==> src/rtl/idma_reg32_3d_launcher.sv <==
// idma_reg32_3d_launcher: programs the 32-bit 3D iDMA register frontend
// from one descriptor, launches via NEXT_ID and polls DONE_ID to retire.
// Ports: clk_i/rst_i; desc_* descriptor in (valid/ready); reg_* bus
// initiator (valid/ready); rsp_* result out (valid/ready); busy_o.
module idma_reg32_3d_launcher #(
  parameter logic [31:0] RegBase    = 32'h0000_0000,
  parameter int unsigned NumStreams = 16,
  parameter int unsigned PollGap    = 4,
  parameter logic [31:0] PollMax    = 32'hFFFF_FFFF
) (
  input  logic             clk_i,
  input  logic             rst_i,
  input  logic             desc_valid_i,
  output logic             desc_ready_o,
  input  logic [31:0]      desc_conf_i,
  input  logic [31:0]      desc_dst_i,
  input  logic [31:0]      desc_src_i,
  input  logic [31:0]      desc_len_i,
  input  logic [1:0]       desc_nd_i,
  input  logic [1:0][31:0] desc_dst_stride_i,
  input  logic [1:0][31:0] desc_src_stride_i,
  input  logic [1:0][31:0] desc_reps_i,
  input  logic [3:0]       desc_stream_i,
  output logic             reg_valid_o,
  output logic             reg_write_o,
  output logic [31:0]      reg_addr_o,
  output logic [31:0]      reg_wdata_o,
  output logic [3:0]       reg_wstrb_o,
  input  logic             reg_ready_i,
  input  logic [31:0]      reg_rdata_i,
  input  logic             reg_error_i,
  output logic             rsp_valid_o,
  input  logic             rsp_ready_i,
  output logic [31:0]      rsp_id_o,
  output logic             rsp_error_o,
  output logic             busy_o
);
  typedef enum logic [2:0] {
    IDLE, WR, LAUNCH, GAP, POLL, RSP
  } state_t;

  state_t state_q, state_d;

  logic [31:0]      conf_q, dst_q;
  logic [31:0]      src_q, len_q;
  logic [1:0][31:0] dstr_q, sstr_q;
  logic [1:0][31:0] reps_q;
  logic [1:0]       nd_q;
  logic [3:0]       strm_q;
  logic [3:0]       widx_q;
  logic [31:0]      poll_q, gap_q;
  logic [31:0]      id_q;
  logic             err_q;
  // Holds desc_ready_o low for the first cycle after reset release.
  logic             live_q;

  logic        accept, req, hs;
  logic        strm_bad, last_wr;
  logic        done, poll_hit, gap_end;
  logic [31:0] diff, poll_nx;
  logic [31:0] wr_off, wr_data, strm_off;

  assign accept   = (state_q == IDLE) & live_q
                  & desc_valid_i;
  assign req      = (state_q == WR)
                  | (state_q == LAUNCH)
                  | (state_q == POLL);
  assign hs       = req & reg_ready_i;
  assign strm_bad = 32'(desc_stream_i) >= NumStreams;
  assign last_wr  = widx_q == 4'd3 + 4'd3 * {2'b00, nd_q};
  // Modular compare keeps working across ID wrap-around.
  assign diff     = reg_rdata_i - id_q;
  assign done     = ~diff[31];
  assign poll_nx  = poll_q + 32'd1;
  assign poll_hit = poll_nx == PollMax;
  assign gap_end  = gap_q == PollGap - 32'd1;
  assign strm_off = {26'd0, strm_q, 2'b00};

  // Dimension registers sit at 0xE0 + 4*(widx-4).
  always_comb begin
    wr_off  = 32'h00;
    wr_data = conf_q;
    case (widx_q)
      4'd1: begin wr_off = 32'hD0; wr_data = dst_q; end
      4'd2: begin wr_off = 32'hD4; wr_data = src_q; end
      4'd3: begin wr_off = 32'hD8; wr_data = len_q; end
      4'd4: begin wr_off = 32'hE0; wr_data = dstr_q[0]; end
      4'd5: begin wr_off = 32'hE4; wr_data = sstr_q[0]; end
      4'd6: begin wr_off = 32'hE8; wr_data = reps_q[0]; end
      4'd7: begin wr_off = 32'hEC; wr_data = dstr_q[1]; end
      4'd8: begin wr_off = 32'hF0; wr_data = sstr_q[1]; end
      4'd9: begin wr_off = 32'hF4; wr_data = reps_q[1]; end
      default: ;
    endcase
  end

  always_ff @(posedge clk_i) begin
    if (rst_i) begin
      state_q <= IDLE;
      live_q  <= 1'b0;
    end else begin
      state_q <= state_d;
      live_q  <= 1'b1;
    end
  end

  always_comb begin
    state_d = state_q;
    case (state_q)
      IDLE:
        if (accept) state_d = strm_bad ? RSP : WR;
      WR:
        if (hs) begin
          if (reg_error_i)  state_d = RSP;
          else if (last_wr) state_d = LAUNCH;
        end
      LAUNCH:
        if (hs) state_d = reg_error_i ? RSP : POLL;
      POLL:
        if (hs) begin
          if (reg_error_i | done | poll_hit)
            state_d = RSP;
          else if (PollGap == 0)
            state_d = POLL;
          else
            state_d = GAP;
        end
      GAP:
        if (gap_end) state_d = POLL;
      RSP:
        if (rsp_ready_i) state_d = IDLE;
      default: state_d = IDLE;
    endcase
  end

  always_ff @(posedge clk_i) begin
    if (rst_i) begin
      conf_q <= '0;
      dst_q  <= '0;
      src_q  <= '0;
      len_q  <= '0;
      dstr_q <= '0;
      sstr_q <= '0;
      reps_q <= '0;
      nd_q   <= '0;
      strm_q <= '0;
      widx_q <= '0;
      poll_q <= '0;
      gap_q  <= '0;
      id_q   <= '0;
      err_q  <= 1'b0;
    end else begin
      case (state_q)
        IDLE:
          if (accept) begin
            conf_q <= desc_conf_i;
            dst_q  <= desc_dst_i;
            src_q  <= desc_src_i;
            len_q  <= desc_len_i;
            dstr_q <= desc_dst_stride_i;
            sstr_q <= desc_src_stride_i;
            reps_q <= desc_reps_i;
            nd_q   <= (desc_nd_i == 2'd3) ? 2'd2
                                          : desc_nd_i;
            strm_q <= desc_stream_i;
            widx_q <= '0;
            poll_q <= '0;
            gap_q  <= '0;
            id_q   <= '0;
            err_q  <= strm_bad;
          end
        WR:
          if (hs) begin
            widx_q <= widx_q + 4'd1;
            if (reg_error_i) err_q <= 1'b1;
          end
        LAUNCH:
          if (hs) begin
            if (reg_error_i) err_q <= 1'b1;
            else             id_q  <= reg_rdata_i;
            poll_q <= '0;
          end
        POLL:
          if (hs) begin
            if (reg_error_i) begin
              err_q <= 1'b1;
            end else if (!done) begin
              poll_q <= poll_nx;
              gap_q  <= '0;
              if (poll_hit) err_q <= 1'b1;
            end
          end
        GAP:
          gap_q <= gap_q + 32'd1;
        default: ;
      endcase
    end
  end

  always_comb begin
    reg_valid_o = 1'b0;
    reg_write_o = 1'b0;
    reg_addr_o  = '0;
    reg_wdata_o = '0;
    reg_wstrb_o = '0;
    unique case (1'b1)
      state_q == WR: begin
        reg_valid_o = 1'b1;
        reg_write_o = 1'b1;
        reg_addr_o  = RegBase + wr_off;
        reg_wdata_o = wr_data;
        reg_wstrb_o = 4'hF;
      end
      state_q == LAUNCH: begin
        reg_valid_o = 1'b1;
        reg_addr_o  = RegBase + 32'h44 + strm_off;
      end
      state_q == POLL: begin
        reg_valid_o = 1'b1;
        reg_addr_o  = RegBase + 32'h84 + strm_off;
      end
      default: ;
    endcase
    desc_ready_o = (state_q == IDLE) & live_q;
    busy_o       = state_q != IDLE;
    rsp_valid_o  = state_q == RSP;
    rsp_id_o     = id_q;
    rsp_error_o  = err_q;
  end
endmodule

==> config.mk <==
export PLATFORM = sky130hd
export DESIGN_NAME = idma_reg32_3d_launcher
export DESIGN_NICKNAME = d
export VERILOG_FILES = /design/src/rtl/idma_reg32_3d_launcher.sv
export SDC_FILE = /design/constraint.sdc
export NUM_CORES = 1
export LEC_CHECK = 0
export CORE_MARGIN = 2
export CORE_UTILIZATION = 34
export DETAILED_ROUTE_END_ITERATION = 6
export SYNTH_ARGS = -nofsm -noshare
export SYNTH_HDL_FRONTEND = slang
export SYNTH_SLANG_ARGS = --single-unit
==> constraint.sdc <==
create_clock -name clk_i -period 5.6 [get_ports clk_i]
set_input_delay 1.12 -clock clk_i [delete_from_list [all_inputs] [get_ports clk_i]]
set_output_delay 1.12 -clock clk_i [all_outputs]
set_load 0.05 [all_outputs]
==> impl_table.tex <==
\begin{tabular}{lr}
\hline
Metric & Value \\
\hline
\multicolumn{2}{l}{\textbf{Clocking}} \\
\quad PostCTS Resize Cnt & 0 \\
\quad Number of buffers inserted to repair setup after CTS & 0 \\
\quad CTS Root Buffer Type & clkbuf\_16 \\
\quad Largest buffer count on any clock path & 3 \\
\quad Clock-pin transition on the worst setup and hold timing paths & 0.06 ns \\
\quad Number of hold-repair buffers added at the cts stage & 0 \\
\quad Inserted Clock Buffers & 49 \\
\quad Clock network latency to the later pin of the worst-skew pair & 0.60 ns \\
\quad Clock sink count & 431 \\
\quad Clock tree from TritonCTS & done \\
\quad H-tree level count & 2 \\
\multicolumn{2}{l}{\textbf{Worst setup path}} \\
\quad Critical path endpoint category & primary output \\
\quad Worst-path maximum fanout & 33 \\
\quad Path type of the worst setup path & flop to primary output \\
\quad Arrival time at the worst endpoint & 3.89 ns \\
\quad Critical path data required time & 4.48 ns \\
\quad Critical Path Source Type & flop \\
\multicolumn{2}{l}{\textbf{Power}} \\
\quad Internal power & 6.014 mW \\
\quad Overall power consumption & 8.712 mW \\
\quad Net switching power figure & 2.698 mW \\
\quad Combinational power share & 0.205 \\
\quad Worst VDD drop & 0.3953 mV \\
\quad Sequential power share & 0.397 \\
\quad Clock network fraction of total power & 0.397 \\
\quad Fraction of power spent switching nets & 0.3097 \\
\quad P per Cell Area & 331.8 nW/um\^{}2 \\
\quad Static power due to leakage & 8.780 nW \\
\multicolumn{2}{l}{\textbf{Cells and area}} \\
\quad Fin area & 26250 sq um \\
\quad Area taken by multi-input logic gates & 10030 sq um \\
\quad Final Net Count & 3319 \\
\quad Share of cells above drive strength 1 & 0.04743 \\
\quad Area growth from synthesis to layout & 33.17\% \\
\quad Total area of sequential cells & 8628 sq um \\
\quad Final core utilization & 0.4568 \\
\quad Fill cell total of the finished layout & 5702 \\
\multicolumn{2}{l}{\textbf{Drt}} \\
\quad Remaining routing DRC violations & 0 \\
\quad Count of TritonRoute iterations in the first routing pass & 5 \\
\quad Remaining antenna violation count after routing & 0 \\
\quad Total Wirelength & 73.72 mm \\
\quad Number of vias in the routed layout & 20170 \\
\quad Average detailed-routed wire length per instance & 19.80 microns \\
\quad Initial detailed-routing violation count & 1935 \\
\quad Detailed-route vias per instance & 5.415 \\
\multicolumn{2}{l}{\textbf{Place}} \\
\quad Worst setup slack before clock tree synthesis & 1.092 ns \\
\quad Instance area after placement & 24480 sq um \\
\quad Routability-driven placement congestion ratio & 0.8826 \\
\quad Half-perimeter wire length after placement & 50.85 mm \\
\quad Number of buffers added on ports & 443 \\
\multicolumn{2}{l}{\textbf{GRT}} \\
\quad Pin count of the biggest net entering global routing & 245 \\
\quad Leftover overflow at the end of global routing & 0 \\
\quad Antenna violations before repair & 10 \\
\quad Aggregate global-route resource usage & 0.2339 \\
\quad Vias in the first global route & 19080 \\
\quad Wire length of the first global-routing pass & 109.9 mm \\
\multicolumn{2}{l}{\textbf{Timing}} \\
\quad Transition time at the pin with the least slew margin & 1.275 ns \\
\quad Slack of the critical path & 0.5897 ns \\
\quad Final critical-path share of the clock period & 0.8947 \\
\quad Max-slew headroom & 0.1500 \\
\quad Setup violation total in the final timing report & 0 \\
\quad Setup clock skew after layout & 0.02602 ns \\
\quad Final number of hold-violating endpoints & 0 \\
\quad Final total negative setup slack & 0 ns \\
\quad Highest clock frequency the design can meet & 199.6 MHz \\
\quad Slew Viols, Final & 0 \\
\quad Unrepaired setup endpoints after global routing & no \\
\quad Time the worst path needs with I/O delays and setup & 5.010 ns \\
\multicolumn{2}{l}{\textbf{Run}} \\
\quad Max-cap violations & 0 \\
\multicolumn{2}{l}{\textbf{Logic synthesis}} \\
\quad Total of warnings raised by yosys & 0 \\
\quad Mean instance size in the synthesized netlist & 7.551 sq um \\
\quad Share of flip-flops with an asynchronous set or reset & 0 \\
\quad Most frequently used flop master after synthesis & dfxtp\_1 \\
\quad Cell count after synthesis & 2611 \\
\quad Cell taking the most area after synthesis & dfxtp\_1 \\
\quad Post-synthesis register bit count & 431 \\
\quad Netlist cell types & 63 \\
\quad Number of synthesized flops with an enable pin & 0 \\
\quad Share of Yosys cell area claimed by the top area cell type & 0.4376 \\
\quad Seq/Total Area, Yosys & 0.4376 \\
\quad Synth top area cells & dfxtp\_1, nand2\_1, a21oi\_1, clkbuf\_1, ha\_1 \\
\quad Post-synthesis instance area & 19720 sq um \\
\multicolumn{2}{l}{\textbf{Run status}} \\
\quad Run status & completed \\
\multicolumn{2}{l}{\textbf{Floorplan}} \\
\quad Effective utilization at floorplan & 0.3430 \\
\quad Area of the core region & 57480 sq um \\
\quad Overall die height & 244.8 microns \\
\quad Top-level port count & 470 \\
\quad Row cnt & 88 \\
\quad Die W & 244.8 microns \\
\quad Area of the die & 59930 sq um \\
\multicolumn{2}{l}{\textbf{Worst hold path}} \\
\quad Min-Delay Path Class & flop to flop \\
\hline
\end{tabular}
==> critical path: stages (launching register included) <==
cell             delay [ns]
dfxtp_1                0.56
nor2b_1                0.28
and2_2                 0.85
a22oi_1                0.15
nand2_1                0.13
a221oi_1               0.06
a31oi_1                0.37
clkdlybuf4s50_1        0.88
==> path summary, 6_finish.rpt <==
path,startpoint,to,slack [ns],depth (start not counted)
worst min register to register,dstr_q[55],dstr_q[55],0.45,2
worst max-delay path,widx_q[2],reg_wdata_o[16],0.59,7
worst max register to register,state_q[0],gap_q[18],2.15,8
worst min-delay path,dstr_q[55],dstr_q[55],0.45,2
==> routing by layer <==
metal,GRT usage,share of wire,vias up
met1,0.3175,0.44,9618
met4,0.08178,0.028,6
met5,0,0.00054,-
met2,0.3689,0.46,753
met3,0.04647,0.076,120
li1,-,-,9668
==> cell usage after synthesis (5+ instances only) <==
cell type  number
nand4_1        18
xnor2_1        16
nor3_1         26
o21ai_0        31
a222oi_1       32
xor2_1          7
and2_1         17
dfxtp_1       431
nand4b_1        7
a22oi_1        66
and3_1         12
o31ai_1        30
nor3b_1         6
ha_1           42
a21oi_1       429
nor2_1         42
a211oi_1        5
clkbuf_1      207
or4_1          34
a32o_1          6
nand3_1        69
nor4_1         16
inv_1          50
nand2_1       820
a31oi_1        40
buf_4          30
a311oi_1       10
or3_1           8
a221oi_1       33
==> sequential cells by signal, summed over array words and instances, names as in the netlist, 2 cells and up <==
register / count
conf_q: 32
src_q: 32
dstr_q: 64
nd_q: 2
state_q: 3
widx_q: 4
poll_q: 32
reps_q: 64
strm_q: 4
len_q: 32
dst_q: 32
sstr_q: 64
gap_q: 32
rsp_id_o: 32
==> kinds of logic (layout without fill, tap and decap cells) <==
kind of cell | count (synthesis) | in the layout | share of synthesized area
xor+xnor | 23 | 23 | 0.01022
other cells | 1 | 33 | 0.0001902
compound gates | 718 | 718 | 0.2216
simple gates | 1098 | 1098 | 0.2401
buf+inv | 295 | 611 | 0.06213
flops | 431 | 431 | 0.4376
fa+ha+maj | 42 | 42 | 0.02665
mux | 3 | 3 | 0.001523
==> final cells by class <==
cell class,instances,share of cell area
multi-input cells,1910,0.3820
flip-flops and latches,431,0.3286
repair buffers,469,0.1780
clock buffers,70,0.05585
well taps,765,0.03646
clock inverters,20,0.01096
inverters,52,0.007435
diodes,7,0.0006672
==> cell usage in the layout, fill, tap and decap left out, types with 6 or more instances in the layout <==
cell / n
a21oi_1: 429
a221oi_1: 33
a222oi_1: 32
a22oi_1: 66
a311oi_1: 10
a31oi_1: 39
a32o_1: 6
and2_1: 10
and2_2: 7
and3_1: 11
buf_4: 23
bufinv_16: 6
clkbuf_1: 6
clkbuf_16: 50
clkbuf_8: 14
clkdlybuf4s50_1: 442
clkinv_2: 9
conb_1: 26
dfxtp_1: 431
diode_2: 7
ha_1: 42
inv_1: 50
nand2_1: 820
nand3_1: 68
nand4_1: 18
nand4b_1: 7
nor2_1: 40
nor3_1: 25
nor4_1: 16
o21ai_0: 31
o31ai_1: 30
or3_1: 7
or4_1: 34
xnor2_1: 16
xor2_1: 7
==> power groups by stage <==
stage / combinational (mW) / clock, mW / sequential [mW]
detailed placement: 1.78 / 0 / 3.52
finish: 1.79 / 3.46 / 3.46
CTS: 1.78 / 3.52 / 3.46
global route: 1.93 / 3.65 / 3.49
global placement: 1.76 / 0 / 3.52
floorplan: 1.12 / 0 / 3.48
==> through the flow <==
stage	cells	hold slack, ns
2_1_floorplan	2636	0.4357
5_1_grt	3724	0.4675
3_3_place_gp	3627	0.4416
6_report	3724	0.4528
4_1_cts	3717	0.4545
3_5_place_dp	3627	0.4464
No activity file was read; power rests on OpenSTA's default activity.
